### src/rtl/iter_shift_unit.sv
// Bit-serial shift engine: accepts one operand under valid/ready, shifts it one
// position per clock (SLL/SRL/SRA/ROL), and returns the result under valid/ready.
module iter_shift_unit #(
  parameter int WIDTH = 4,
  parameter int AMT_W = 3
) (
  input  logic             clk,
  input  logic             rst,
  input  logic             in_valid,
  output logic             in_ready,
  input  logic [WIDTH-1:0] in_data,
  input  logic [AMT_W-1:0] in_amt,
  input  logic [1:0]       in_op,
  output logic             out_valid,
  input  logic             out_ready,
  output logic [WIDTH-1:0] out_data,
  output logic             out_carry,
  output logic             out_zero,
  output logic             busy
);

  typedef enum logic [1:0] {
    S_IDLE  = 2'd0,
    S_SHIFT = 2'd1,
    S_DONE  = 2'd2
  } state_t;

  typedef enum logic [1:0] {
    OP_SLL = 2'b00,
    OP_SRL = 2'b01,
    OP_SRA = 2'b10,
    OP_ROL = 2'b11
  } op_t;

  state_t           r_state;
  state_t           w_next_state;
  op_t              r_op;
  logic [WIDTH-1:0] r_data;
  logic [AMT_W-1:0] r_cnt;
  logic             r_carry;

  logic [WIDTH-1:0] w_step_data;
  logic             w_step_carry;

  // NOTE: every signal written here gets a default first so no latch is inferred.
  always_comb begin
    w_next_state = r_state;
    unique case (r_state)
      S_IDLE: begin
        if (in_valid) begin
          w_next_state = (in_amt == '0) ? S_DONE : S_SHIFT;
        end
      end
      S_SHIFT: begin
        if (r_cnt == AMT_W'(1)) begin
          w_next_state = S_DONE;
        end
      end
      S_DONE: begin
        if (out_ready) begin
          w_next_state = S_IDLE;
        end
      end
      default: w_next_state = S_IDLE;
    endcase
  end

  // One single-bit step of the captured operation.
  always_comb begin
    w_step_data  = r_data;
    w_step_carry = r_carry;
    unique case (r_op)
      OP_SLL: begin
        w_step_carry = r_data[WIDTH-1];
        w_step_data  = {r_data[WIDTH-2:0], 1'b0};
      end
      OP_SRL: begin
        w_step_carry = r_data[0];
        w_step_data  = {1'b0, r_data[WIDTH-1:1]};
      end
      OP_SRA: begin
        w_step_carry = r_data[0];
        w_step_data  = {r_data[WIDTH-1], r_data[WIDTH-1:1]};
      end
      OP_ROL: begin
        w_step_carry = r_data[WIDTH-1];
        w_step_data  = {r_data[WIDTH-2:0], r_data[WIDTH-1]};
      end
      default: begin
        w_step_data  = r_data;
        w_step_carry = r_carry;
      end
    endcase
  end

  // NOTE: clocked state uses non-blocking assignments so all registers update
  // together from values sampled before the edge.
  always_ff @(posedge clk or posedge rst) begin
    if (rst) begin
      r_state <= S_IDLE;
    end else begin
      r_state <= w_next_state;
    end
  end

  always_ff @(posedge clk or posedge rst) begin
    if (rst) begin
      r_data  <= '0;
      r_cnt   <= '0;
      r_carry <= 1'b0;
      r_op    <= OP_SLL;
    end else begin
      unique case (r_state)
        S_IDLE: begin
          if (in_valid) begin
            r_data  <= in_data;
            r_cnt   <= in_amt;
            r_op    <= op_t'(in_op);
            r_carry <= 1'b0;
          end
        end
        S_SHIFT: begin
          r_data  <= w_step_data;
          r_carry <= w_step_carry;
          r_cnt   <= r_cnt - AMT_W'(1);
        end
        default: begin
          // DONE holds the result stable until the consumer takes it.
          r_data  <= r_data;
          r_carry <= r_carry;
        end
      endcase
    end
  end

  assign in_ready  = (r_state == S_IDLE);
  assign out_valid = (r_state == S_DONE);
  assign busy      = (r_state == S_SHIFT);
  assign out_data  = r_data;
  assign out_carry = r_carry;
  assign out_zero  = (r_data == '0);

endmodule

### config.mk
export PLATFORM = sky130hd
export DESIGN_NAME = iter_shift_unit
export DESIGN_NICKNAME = d
export VERILOG_FILES = /design/src/rtl/iter_shift_unit.sv
export SDC_FILE = /design/constraint.sdc
export NUM_CORES = 1
export LEC_CHECK = 0
export CORE_MARGIN = 5
export CORE_UTILIZATION = 49
export DETAILED_ROUTE_END_ITERATION = 7
export GPL_ROUTABILITY_DRIVEN = 0
export PLACE_DENSITY = 0.87
export SETUP_SLACK_MARGIN = 0.2
export SKIP_CTS_REPAIR_TIMING = 1
export SLEW_MARGIN = 10
export SYNTH_ARGS = -nofsm -noshare
export SYNTH_HDL_FRONTEND = slang
export SYNTH_SLANG_ARGS = --single-unit
### constraint.sdc
create_clock -name clk -period 3.91 [get_ports clk]
set_input_delay 0.782 -clock clk [delete_from_list [all_inputs] [get_ports clk]]
set_output_delay 0.782 -clock clk [all_outputs]
set_load 0.02 [all_outputs]
Yosys cells after proc, flatten, opt, wreduce, memory -nomap -nowiden:

Cells that the tools add are included.

* add/sub/neg operators: 1
* multipliers: 0
* div/mod/pow operators: 0
* $lt $le $gt $ge: 0
* eq/ne operators: 10
* shift-type cells: 0
* muxes and demuxes: 13
* bitwise operators: 0
* reductions and logical operators: 11

Operator list (number)
* one-hot mux 4 bit (4 select lines): 1
* 2-to-1 mux 2 bit: 4
* one-hot mux 4 bit (2 select lines): 1
* equality test 2 bit, second input constant: 3
* one-hot mux 2 bit (3 select lines): 1
* one-hot mux 3 bit (2 select lines): 1
* AND reduction 3 bit: 2
* equality test 2 x 1 -> 1 bit, second input constant: 2
* logical NOT 2 bit: 2
* logical NOT 4 bit: 1
* 2-to-1 mux 4 bit: 1
* != test 2 x 1 -> 1 bit, second input constant: 2
* != test 2 bit, second input constant: 2
* one-hot mux 1 bit (2 select lines): 2
* AND reduction 2 bit: 2
* OR reduction 2 bit: 2
* equality test 3 x 1 -> 1 bit, second input constant: 1
* logical NOT 3 bit: 1
* 2-to-1 mux 3 bit: 1
* subtractor 3 x 1 -> 3 bit, second input constant: 1
* nonzero test 2 bit: 1
* 2-to-1 mux 1 bit: 1

* register bits: 12
* bits in latches: 0
* memory bits (writable): 0
* ROM bits: 0
* input bits: 13
* output and inout port bits: 9
* memories: 0

Logic depth before layout (Yosys ltp):

Gate-level depths: netlist of the first run.

* depth after elaboration: 4
* gate-level depth with buffers: 5
* depth with buffers taken out: 5

Worst setup path after synthesis of the first run:

OpenSTA, ideal clock, no wires.

* kind: register -> output
* start: register r_data[3] (netlist: out_data[3])
* end: output out_zero
* arrival time: 1.221 ns
* required time: 3.128 ns
* setup slack: 1.907 ns
* stages on the path, launching flop included: 2
* buffers on the path: 0
* path through: dfrtp_1 -> nor4_1

* longest elaborated chain between the ends: 1

Ends and longest elaborated chain
* from (decl): line 38 `logic [WIDTH-1:0] r_data;`
* from (signal assigned): line 116 `r_data <= in_data;`
* from (signal assigned): line 123 `r_data <= w_step_data;`
* from (signal assigned): line 129 `r_data <= r_data;`
* logical NOT 4 bit: line 141 `assign out_zero = (r_data == '0);`
* to (decl): line 18 `output logic out_zero,`

Every way passes these cells.

Final worst setup path of the first run:

* start: register r_state[1]
* end: output busy

* longest elaborated chain between the ends: 1

Ends and longest elaborated chain
* from (decl): line 35 `state_t r_state;`
* from (signal assigned): line 102 `r_state <= w_next_state;`
* equality test 2 x 1 -> 1 bit: line 138 `assign busy = (r_state == S_SHIFT);`
* to (decl): line 19 `output logic busy`

Every way passes these cells.

==> impl_metrics.json, run 1 <==
{
  "outcome": "finished, final reports clean",
  "r2r_setup_slack_ps": 2370,
  "power_density_mw_per_mm2": 817.7,
  "die_w_um": 49.85,
  "grt_usage_pct": 15.38,
  "cpPeakStageDelay_ps": 600,
  "critical_path.cell_chain": "nand2b_1, inv_1, clkdlybuf4s50_1",
  "fmaxAchievable_mhz": 376.0,
  "final_area_sq_mm": 0.001007,
  "avgSynthCellArea_sq_um": 10.11,
  "intPower_uw": 475.7,
  "clk_path_buf_depth": 2,
  "port_buffers": 21,
  "hold_depth": 1,
  "async_reset_ff_share_pct": 100.0,
  "yosysMostFrequentCell": "dfrtp_1",
  "start_util_pct": 51.66,
  "core_area_sq_mm": 0.001506,
  "crit_arrival_ps": 1880,
  "pin_count": 22,
  "die-height_um": 49.85,
  "fp-row-count": 14,
  "routedWlPerCell_um": 15.72,
  "p_leak_uw": 0.0004375,
  "hold_class": "register to register",
  "rr_startpoint": "r_op[0]$_DFFE_PP0P_",
  "h-tree-depth": 1,
  "dp_hpwl_um": 1378,
  "ys_top_cells_by_area": "dfrtp_1 (39%), ha_1 (9.6%), o21ai_0 (3.9%), inv_1 (3.9%), mux2_4 (3.9%)",
  "setup_viol": 0,
  "fin_worst_skew_ps": 2.609,
  "clock_latency_ps": 280,
  "ys_types": 35,
  "cts_buffers": 3,
  "switching_share_pct": 42.24,
  "hp-start": "r_cnt[1]$_DFFE_PP0P_",
  "netlist.area_leader.share_pct": 38.59,
  "crit_path_max_fanout": 16,
  "finalHoldViolCount": 0,
  "drive_above_1_share_pct": 11.22,
  "ys_seq_area_share_pct": 38.59,
  "grt_max_degree": 17,
  "fin_setup_tns_ps": 0,
  "cts-root-buf": "clkbuf_4",
  "antenna_found_initial": 0,
  "placed_area_sq_um": 984.7,
  "synth_common_cells": "dfrtp_1 (12), inv_1 (8), ha_1 (6), o21ai_0 (6)",
  "path_clk_slew_ps": 70,
  "grt-ovfl-total": 0,
  "num_antenna_cells": 0,
  "period_share_pct": 68.02,
  "drc": 0,
  "synthToLayoutAreaGrowth_pct": 29.42,
  "vias_per_cell": 5.886,
  "drv_cap": 0,
  "vias": 671,
  "yosys_register_bits": 12,
  "syn-instance-count": 77,
  "ir_drop_mv": 0.3614,
  "die_area_sq_mm": 0.002485,
  "syn_nets": 96,
  "cts_tree": "built",
  "rsz0062_at_grt": "no",
  "yosys.area.top_type": "dfrtp_1",
  "crit_path_top_delay_cell": "clkdlybuf4s50_1",
  "post-place-ws_ps": 1567,
  "worstSetupPathType": "register to output port",
  "power_frac_seq_pct": 33.0,
  "r2r_cells": 5,
  "drtIter0Drc": 16,
  "routed_wl_um": 1792,
  "fin_ws_ps": 1250,
  "start_kind": "register",
  "finalCriticalPeriod_ps": 2660,
  "grt_pass1_vias": 664,
  "r2r-end": "out_data[1]$_DFFE_PP0P_",
  "ys_warn_count": 0,
  "endpoint_kind": "output port",
  "postRouteAntennaNets": 0,
  "nets": 119,
  "cp.required_ps": 3130,
  "grt_pass1_wl_um": 2904,
  "syn_area_sq_um": 778.2,
  "ys.flop_type": "dfrtp_1",
  "netSwitchingPower_uw": 347.9,
  "cts.sinks": 12,
  "whs_endpoint": "r_cnt[1]$_DFFE_PP0P_",
  "relSlewSlack_pct": 67.75,
  "tightest_slew_ps": 483.7,
  "clkPwrFrac_pct": 9.3,
  "pwr-share-comb_pct": 57.7,
  "synth_edf_count": 0,
  "first_pass_iters": 4,
  "finalMaxSlewViolations": 0,
  "startpoint": "r_state[1]$_DFFE_PP0P_"
}
==> state kept, by name (all words and copies together) (netlist names) <==
register and count:
out_data 4, r_cnt 3, r_op 2, r_state 2
out_carry 1
==> worst max-delay path: cells and delay by family (launching register included) <==
family                 cells  cell delay, ps
flip-flops                 1             560
buffers and inverters      2             720
AND/OR/NAND/NOR            1             320
==> metrics by stage <==
step / hold WS, ps / util (%) / instances / power (uW)
6_report: 502.8 / 66.86 / 114 / 823.6
5_1_grt: 527.8 / 66.86 / 114 / 886.9
4_1_cts: 501.7 / 66.86 / 114 / 826.9
3_5_place_dp: 486.0 / 65.37 / 111 / 748.0
3_3_place_gp: 481.4 / 65.37 / 111 / 737.3
2_1_floorplan: 460.0 / - / 77 / 591.7
==> layout make-up <==
cell class | instances | area [sq um]
clock buffers | 3 | 22.52
fillers | 129 | 499.2
inverters | 8 | 30.03
multi-input cells | 54 | 424.2
flip-flops and latches | 12 | 300.3
well taps | 16 | 20.02
repair buffers | 21 | 210.2
==> cells by family (layout without fill, tap and decap cells) <==
logic type               count (synthesis)  after routing  synth area share, %
AND/OR/NAND/NOR                         22             22                17.69
AO/OA/AOI/OAI                           23             23                22.03
adder cells (fa/ha/maj)                  6              6                9.646
multiplexers                             3              3                5.145
buffers and inverters                   11             32                6.913
flip-flops                              12             12                38.59
==> layout by cell type, fill, tap and decap left out, drive strengths merged, types with 2 or more instances in the layout <==
master / synthesis / layout
clkdlybuf4s50: 0 / 21
dfrtp: 12 / 12
inv: 8 / 8
o21ai: 6 / 6
ha: 6 / 6
nor2: 4 / 4
a21oi: 3 / 3
clkbuf: 0 / 3
nor3b: 3 / 3
nand2: 3 / 3
o22a: 2 / 2
o21ba: 2 / 2
nand2b: 2 / 2
mux2: 2 / 2
nor2b: 2 / 2
nor3: 2 / 2
nor4b: 2 / 2
a221oi: 2 / 2
==> power by group through the flow <==
stage	Clock, uW	Combinational [uW]	Sequential (uW)
floorplan	0	324	267
global placement	0	470	268
detailed placement	0	475	273
CTS	78.2	478	271
global route	84.7	520	282
finish	76.5	475	272
==> worst max path at each step <==
stage	slack (ps)	endpoint	cells past startpoint
floorplan	1910	out_zero	1
CTS	1260	busy	3
finish	1250	busy	3
global placement	1630	busy	3
global route	1170	busy	3
detailed placement	1570	busy	3
==> routing by layer <==
metal  part of all wire [%]  track usage, %  vias up  wire, um
li1                       -               -      325         -
met1                     44           17.32      316       794
met2                     49           24.15       26       885
met3                    5.0           6.024        4        89
met4                    1.3           9.170        0        23
met5                      0               0        -         0
No activity file was read; power rests on OpenSTA's default activity.
==> inputs of run 2 (changes only) <==
--- a/config.mk
+++ b/config.mk
@@ -6,10 +6,10 @@
 export NUM_CORES = 1
 export LEC_CHECK = 0
 export CORE_MARGIN = 5
-export CORE_UTILIZATION = 49
+export CORE_UTILIZATION = 41
 export DETAILED_ROUTE_END_ITERATION = 7
 export GPL_ROUTABILITY_DRIVEN = 0
-export PLACE_DENSITY = 0.87
+export PLACE_DENSITY = 0.78
 export SETUP_SLACK_MARGIN = 0.2
 export SKIP_CTS_REPAIR_TIMING = 1
 export SLEW_MARGIN = 10
==> constraint.sdc (replaced) <==
create_clock -name clk -period 2.3 [get_ports clk]
set_input_delay 0.46 -clock clk [delete_from_list [all_inputs] [get_ports clk]]
set_output_delay 0.46 -clock clk [all_outputs]
set_load 0.02 [all_outputs]
==> impl_metrics.json, run 2 (same netlist as run 1, synthesis figures left out) <==
{
  "fin_setup_tns_ps": 0,
  "pwr-share-comb_pct": 59.5,
  "power_density_mw_per_mm2": 1379,
  "antenna_found_initial": 0,
  "vias_per_cell": 5.286,
  "post-place-ws_ps": 452.0,
  "tightest_slew_ps": 469.0,
  "top_layer": "met3",
  "postRouteAntennaNets": 0,
  "finalCriticalPeriod_ps": 2136,
  "clkPwrFrac_pct": 11.5,
  "seqCellArea_sq_um": 300.3,
  "rsz0062_at_grt": "yes",
  "start_util_pct": 44.11,
  "dp_hpwl_um": 1333,
  "cp.required_ps": 1840,
  "crit_path_top_delay_cell": "clkdlybuf4s50_1",
  "die_area_sq_mm": 0.002869,
  "routed_wl_um": 1708,
  "path_clk_slew_ps": 80,
  "worstSetupPathType": "register to output port",
  "cts_tree": "built",
  "cts-root-buf": "clkbuf_4",
  "drc": 0,
  "fp-row-count": 15,
  "startpoint": "r_state[1]$_DFFE_PP0P_",
  "start_kind": "register",
  "ir_drop_mv": 0.7107,
  "crit_buf_inv": 2,
  "crit_path_max_fanout": 7,
  "vias": 666,
  "fmaxAchievable_mhz": 468.2,
  "final_common_cell": "clkdlybuf4s50_1",
  "relSlewSlack_pct": 68.70,
  "clk_path_buf_depth": 2,
  "cpPeakStageDelay_ps": 600,
  "intPower_uw": 862.9,
  "first_pass_iters": 4,
  "fin_ws_ps": 164.0,
  "r2r_setup_slack_ps": 770,
  "cts.sinks": 12,
  "mostFrequentLayoutCells": "clkdlybuf4s50_1 (18), dfrtp_1 (12), inv_1 (8), o21ai_0 (6), ha_1 (6)",
  "core_area_sq_mm": 0.001764,
  "routed-wl-met3_um": 125,
  "p_leak_uw": 0.0005006,
  "die-height_um": 53.57,
  "drv_cap": 0,
  "power_frac_seq_pct": 29.0,
  "period_share_pct": 92.87,
  "grt_max_degree": 14,
  "grt_pass1_vias": 671,
  "port_buffers": 21,
  "finalHoldViolCount": 0,
  "grt_pass1_wl_um": 3001,
  "crit_arrival_ps": 1680,
  "pin_count": 22,
  "drtIter0Drc": 20,
  "setup_viol": 0,
  "drive_above_1_share_pct": 14.85,
  "netSwitchingPower_uw": 594.6,
  "switching_share_pct": 40.80,
  "final_area_sq_mm": 0.001057,
  "clock_latency_ps": 270,
  "multi_input_area_sq_um": 426.7,
  "dr_wl_met2_um": 765,
  "rr_startpoint": "r_op[0]$_DFFE_PP0P_",
  "h-tree-depth": 1,
  "endpoint_kind": "output port",
  "hold_class": "primary input to asynchronous set/reset pin",
  "num_antenna_cells": 0,
  "nets": 121,
  "fin_worst_skew_ps": 3.063,
  "die_w_um": 53.57,
  "critical_path.top_delay_family": "buffers and inverters",
  "synthToLayoutAreaGrowth_pct": 35.85,
  "finalMaxSlewViolations": 0,
  "finalPower_uw": 1457,
  "n_fill_cell": 151,
  "grt-ovfl-total": 0,
  "outcome": "finished, final reports clean",
  "largest_register_ffs": 4,
  "grt_usage_pct": 14.39,
  "critical_path.cell_chain": "nand2b_2, inv_1, clkdlybuf4s50_1",
  "placed_area_sq_mm": 0.001011,
  "wl_met1_um": 816,
  "routedWlPerCell_um": 13.56,
  "cts_buffers": 3
}
run 2: layer usage:
| metal | vias up | track usage [%] |
|---|---|---|
| li1 | 332 | - |
| met1 | 308 | 19.73 |
| met2 | 26 | 22.24 |
| met3 | 0 | 5.263 |
| met4 | 0 | 1.702 |
| met5 | - | 0 |
run 2: final timing paths:
| check | to | depth (start not counted) |
|---|---|---|
| hold / removal | out_data[2]$_DFFE_PP0P_ | 2 |
| max in group asynchronous | r_cnt[0]$_DFFE_PP0P_ | 2 |
| min in group clk | r_cnt[1]$_DFFE_PP0P_ | 1 |
| setup reg to reg | out_data[1]$_DFFE_PP0P_ | 5 |
| setup / recovery | busy | 3 |
| hold reg to reg | r_cnt[1]$_DFFE_PP0P_ | 1 |
run 2: area by class of cell:
class	count	share of cell area, %
multi-input cells	54	40.36
flip-flops and latches	12	28.40
repair buffers	23	22.01
clock buffers	4	3.432
well taps	25	2.959
inverters	8	2.840
run 2: stage by stage:
step | utilization [%] | cells | hold WS [ps]
after floorplan | - | 77 | 324.7
after global placement | 57.30 | 122 | 498.1
after detailed placement | 57.30 | 122 | 494.7
after CTS | 59.36 | 126 | 504.1
after global routing | 59.93 | 126 | 521.3
final | 59.93 | 126 | 490.9
run 2: power groups by stage:
stage / combinational (uW) / sequential [uW] / clock, uW
detailed placement: 865 / 426 / 0
CTS: 871 / 421 / 174
floorplan: 552 / 454 / 0
global route: 958 / 444 / 186
finish: 867 / 423 / 168
global placement: 862 / 421 / 0
